--- src/rtl/vector_packer.sv ---
// rtl/vector_packer.sv - serial-to-parallel bit packer with valid/ready on both sides
//
// Purpose: collects WIDTH accepted serial bits into one packed word and
// presents it on a valid/ready output. The word is held until the consumer
// takes it.
//
// Ports:
//   clk        - sole clock, rising edge
//   rst_n      - asynchronous active-low reset
//   clear      - synchronous discard of any partial or held word
//   in_bit     - serial data bit
//   in_valid   - in_bit is valid
//   in_ready   - packer accepts in_bit this cycle
//   outv       - packed word (changes only when a word completes)
//   out_valid  - outv holds a complete word awaiting hand-off
//   out_ready  - consumer takes outv this cycle
//   bit_count  - bits accepted into the current word (0..WIDTH)

module vector_packer #(
  parameter int WIDTH     = 3,
  parameter bit MSB_FIRST = 1'b1,
  localparam int CW       = $clog2(WIDTH + 1)
) (
  input  logic             clk,
  input  logic             rst_n,
  input  logic             clear,
  input  logic             in_bit,
  input  logic             in_valid,
  output logic             in_ready,
  output logic [WIDTH-1:0] outv,
  output logic             out_valid,
  input  logic             out_ready,
  output logic [CW-1:0]    bit_count
);

  typedef enum logic {
    ST_FILL = 1'b0,
    ST_HOLD = 1'b1
  } state_e;

  localparam logic [CW-1:0] CNT_LAST = CW'(WIDTH - 1);
  localparam logic [CW-1:0] CNT_FULL = CW'(WIDTH);
  localparam logic [CW-1:0] CNT_ONE  = CW'(1);

  state_e           state_q, state_d;
  logic [WIDTH-1:0] sr_q, sr_d;
  logic [WIDTH-1:0] outv_q, outv_d;
  logic [CW-1:0]    cnt_q, cnt_d;

  logic [WIDTH-1:0] sr_shift;
  logic             accept;

  // Shifted value including the bit presented this cycle; also the completed
  // word when this is the WIDTH-th bit.
  always_comb begin
    if (MSB_FIRST) begin
      sr_shift = {sr_q[WIDTH-2:0], in_bit};
    end else begin
      sr_shift = {in_bit, sr_q[WIDTH-1:1]};
    end
  end

  // In HOLD a new bit may only enter on the same edge the held word leaves.
  always_comb begin
    in_ready = 1'b0;
    if (!clear) begin
      in_ready = (state_q == ST_FILL) ? 1'b1 : out_ready;
    end
  end

  assign accept = in_valid && in_ready;

  always_comb begin
    state_d = state_q;
    sr_d    = sr_q;
    outv_d  = outv_q;
    cnt_d   = cnt_q;

    if (clear) begin
      // outv deliberately keeps its last value.
      state_d = ST_FILL;
      sr_d    = '0;
      cnt_d   = '0;
    end else begin
      unique case (state_q)
        ST_FILL: begin
          if (accept) begin
            sr_d = sr_shift;
            if (cnt_q == CNT_LAST) begin
              outv_d  = sr_shift;
              cnt_d   = CNT_FULL;
              state_d = ST_HOLD;
            end else begin
              cnt_d = cnt_q + CNT_ONE;
            end
          end
        end
        ST_HOLD: begin
          if (out_ready) begin
            state_d = ST_FILL;
            // Old word bits left in sr are fully shifted out before the
            // next completion, so sr need not be cleared on hand-off.
            if (accept) begin
              sr_d  = sr_shift;
              cnt_d = CNT_ONE;
            end else begin
              cnt_d = '0;
            end
          end
        end
        default: state_d = ST_FILL;
      endcase
    end
  end

  always_ff @(posedge clk or negedge rst_n) begin
    if (!rst_n) begin
      state_q <= ST_FILL;
      sr_q    <= '0;
      outv_q  <= '0;
      cnt_q   <= '0;
    end else begin
      state_q <= state_d;
      sr_q    <= sr_d;
      outv_q  <= outv_d;
      cnt_q   <= cnt_d;
    end
  end

  assign outv      = outv_q;
  assign out_valid = (state_q == ST_HOLD);
  assign bit_count = cnt_q;

endmodule

--- config.mk ---
export PLATFORM = sky130hd
export DESIGN_NAME = vector_packer
export DESIGN_NICKNAME = d
export VERILOG_FILES = /design/src/rtl/vector_packer.sv
export SDC_FILE = /design/constraint.sdc
export NUM_CORES = 1
export LEC_CHECK = 0
export BUFFER_PORTS_ARGS = -buffer_cell sky130_fd_sc_hd__clkbuf_2
export CORE_AREA = 8 8 45 47
export CTS_BUF_LIST = sky130_fd_sc_hd__clkbuf_8 sky130_fd_sc_hd__clkbuf_16
export CTS_CLUSTER_DIAMETER = 120
export DETAILED_ROUTE_END_ITERATION = 16
export DIE_AREA = 0 0 53 55
export PLACE_DENSITY_LB_ADDON = 0.25
export REMOVE_ABC_BUFFERS = 1
export SYNTH_ARGS = -nofsm -noshare
export SYNTH_HDL_FRONTEND = slang
export SYNTH_SLANG_ARGS = --single-unit
--- constraint.sdc ---
create_clock -name clk -period 3.35 [get_ports clk]
set_input_delay 0.335 -clock clk [delete_from_list [all_inputs] [get_ports clk]]
set_output_delay 0.335 -clock clk [all_outputs]
set_load 0.02 [all_outputs]
==> results.sh <==
export IMPL_final_period_minus_worst_setup_slack_ns=1.48
export IMPL_synth_seq_area_share_pct=51.9
export IMPL_hold_violation_count_in_the_final_report=0
export IMPL_worst_r2r_cell_count=5
export IMPL_path_cells="nand2b_1 > nor2b_1 > clkbuf_2"
export IMPL_net_switching_power_mw=0.0697
export IMPL_netlist_top_cell_by_area="dfrtp_1"
export IMPL_placed_cells_incl_taps=61
export IMPL_dp_worst_setup_slack_ns=1.95
export IMPL_timing_critical_path_slowest_stage_cell="dfrtp_1"
export IMPL_synth_seq_cells=8
export IMPL_ioPinCount=13
export IMPL_dpl_cell_area_um2=465
export IMPL_critPathArrivalTime_ns=1.15
export IMPL_die_area_um2=2920
export IMPL_drc_violations_left=0
export IMPL_final_net_count=58
export IMPL_async_flop_share_pct=100
export IMPL_detail_route_iter0_violations=4
export IMPL_power_internal_mw=0.207
export IMPL_area_delta_synth_final_pct=34.1
export IMPL_required_ns=3.01
export IMPL_seqPwrFrac_pct=41.2
export IMPL_fp_row_count=14
export IMPL_routed_length_per_instance_um=11.9
export IMPL_power_total_mw=0.277
export IMPL_clock_power_share_pct=40.5
export IMPL_synth_yosys_warnings=0
export IMPL_grt_max_degree=9
export IMPL_swShare_pct=25.2
export IMPL_slew_violations=0
export IMPL_cts_buffers=3
export IMPL_port_buffer_count=12
export IMPL_combinational_power_share_pct=18.3
export IMPL_post_synth_instance_area_um2=385
export IMPL_mapped_avg_cell_area_um2=11.7
export IMPL_cp_class="reg -> out"
export IMPL_ant_nets=0
export IMPL_syn_inst=33
export IMPL_critPathBufInv=1
export IMPL_post_synth_main_area_contributors="dfrtp_1 52%, mux2_2 8.8%, mux2i_1 7.8%, nand2b_1 4.9%, a21oi_1 3.9%"
export IMPL_floorplan_die_width_um=53
export IMPL_drt_first_pass_iters=4
export IMPL_grt_first_pass_wirelength_um=1390
export IMPL_grtUsageTotal_pct=6.65
export IMPL_globalRouteOverflowTotal=0
export IMPL_min_period_over_period_pct=44.3
export IMPL_worst_path_max_fanout=7
export IMPL_ys_dominant_reg_cell="dfrtp_1"
export IMPL_worst_path_dominant_cell_family="flip-flops"
export IMPL_worstSetupStartpointType="register"
export IMPL_count_of_non_filler_cells_in_the_finished_layout=65
export IMPL_number_of_enable_flip_flop_cells_after_synthesis=0
export IMPL_post_synth_top_count_cell="dfrtp_1"
export IMPL_fp_dieH_um=55
export IMPL_final_setup_viol_count=0
export IMPL_cts_clk_slew_worst_paths_ns=0.04
export IMPL_cts_path_max_buffers=2
export IMPL_route_vias_total=289
export IMPL_worst_slack_ns=1.87
export IMPL_worstHoldPathCells=2
export IMPL_fin_tns_setup_ns=0
export IMPL_hold_class="in -> reg"
export IMPL_clock_sinks=8
export IMPL_dp_hpwl_um=621
export IMPL_post_cts_setup_buffers=0
export IMPL_place_gp_congestion=0.619
export IMPL_crit_path_end_kind="output pin"
export IMPL_h_tree_depth=1
export IMPL_layout_drive_gt1_share_pct=38.8
export IMPL_clock_fmax_mhz=674
export IMPL_distinct_cell_type_count_of_the_synthesized_netlist=17
export IMPL_synth_top_area_share_pct=51.9
export IMPL_grt_pass1_vias=329
export IMPL_tightestPinTransition_ns=0.206
export IMPL_timing_clock_skew_ns=0.00212
export IMPL_run_status="complete, no violations"
export IMPL_total_leakage_power_nw=0.253
export IMPL_design_core_area_um2=1380
export IMPL_cts_tree="yes"
export IMPL_hold_slack_ns=0.375
export IMPL_pwr_density_cell_nw_per_um2=535
export IMPL_unrepaired_setup_endpoints_after_global_routing="no"
export IMPL_wl_um=773
export IMPL_via_per_inst=4.45
export IMPL_peakVddDrop_uv=192
export IMPL_post_synth_most_frequent_cells="8 x dfrtp_1, 3 x a21oi_1, 3 x mux2_2, 3 x mux2i_1, 3 x nand2b_1"
export IMPL_cts_repair_resized=0
export IMPL_maxCapViolCount=0
export IMPL_clock_latency_ns=0.22
export IMPL_clock_tree_root_cell="clkbuf_8"
export IMPL_cp_depth=3
export IMPL_antenna_cells_inserted=0
export IMPL_critical_path_max_stage_delay_ns=0.44
export IMPL_final_design_area_no_fill_um2=517
export IMPL_initial_core_utilization_pct=27.8
export IMPL_max_slew_margin_pct=86.1
export IMPL_utilization_pct=37.3
export IMPL_antenna_found_initial=0
[logic make-up after synthesis]
logic type,Yosys count,synth area share [%]
AOI/OAI and AO/OA,4,5.19
and+or+nand+nor,13,22.1
muxes,6,16.6
DFF,8,51.9
adders and majority gates,1,3.25
buffers and inverters,1,0.973
[layout make-up]
cell class                      count  area, um^2
Fill cell                         139         867
Inverter                            1        3.75
Multi-Input combinational cell     24         181
Sequential cell                     8         200
Tap cell                           16        20.0
Timing Repair Buffer               13        70.1
Clock buffer                        3        41.3
[placed cells by master (no fill, tap or decap)]
cell type      count
o21ai_0            1
ha_1               1
mux2_2             3
mux2i_1            3
nor3b_1            1
nor2_2             1
clkbuf_2          12
a21oi_1            3
and2_1             1
nor2b_1            1
dfrtp_1            8
nand2b_1           3
dlygate4sd3_1      1
nand4b_1           1
inv_1              1
nand3b_1           1
or3_1              1
nor2_1             2
clkbuf_8           3
nor4bb_1           1
[power groups by stage]
| stage | clock (mW) | combinational [mW] | sequential, mW |
|---|---|---|---|
| after floorplan | 0 | 0.0185 | 0.126 |
| after global placement | 0 | 0.0505 | 0.115 |
| after detailed placement | 0 | 0.0507 | 0.115 |
| after CTS | 0.116 | 0.0518 | 0.114 |
| after global routing | 0.121 | 0.0571 | 0.116 |
| final | 0.112 | 0.0505 | 0.114 |
[worst reg2reg max path, stage by stage, from the launching register on]
cell and delay [ns]:
dfrtp_1 0.41, inv_1 0.07, ha_1 0.16, nand3b_1 0.12
nor2_2 0.17, mux2_2 0.35
[per-layer routing]
metal  wire length [um]  share of wire, %  global-route usage [%]
met1                371                48                    7.42
met2                325                42                    8.98
met3                 76               9.8                    4.01
met4                  0                 0                    5.17
met5                  0                 0                       0
[registers in the layout, summed over array words and instances, names as in the netlist]
register and flops:
outv 3, bit_count 2, out_valid 1, sr_q 2
[timing repair]
item                                    CTS  global route
endpoints found under the hold margin     8             0
endpoints found under the setup margin    0             0
hold buffers                              1             0
[final timing paths]
path | slack (ns) | to | startpoint
max | 1.87 | in_ready | out_valid$_DFF_PN0_
min | 0.37 | outv[0]$_DFFE_PN0P_ | in_bit
max reg2reg | 1.96 | outv[2]$_DFFE_PN0P_ | bit_count[0]$_DFFE_PN0P_
min reg2reg | 0.50 | outv[1]$_DFFE_PN0P_ | outv[1]$_DFFE_PN0P_
max in group asynchronous | 2.69 | bit_count[1]$_DFFE_PN0P_ | rst_n
min in group asynchronous | 0.49 | outv[2]$_DFFE_PN0P_ | rst_n
(Power assumes the default switching activity.)
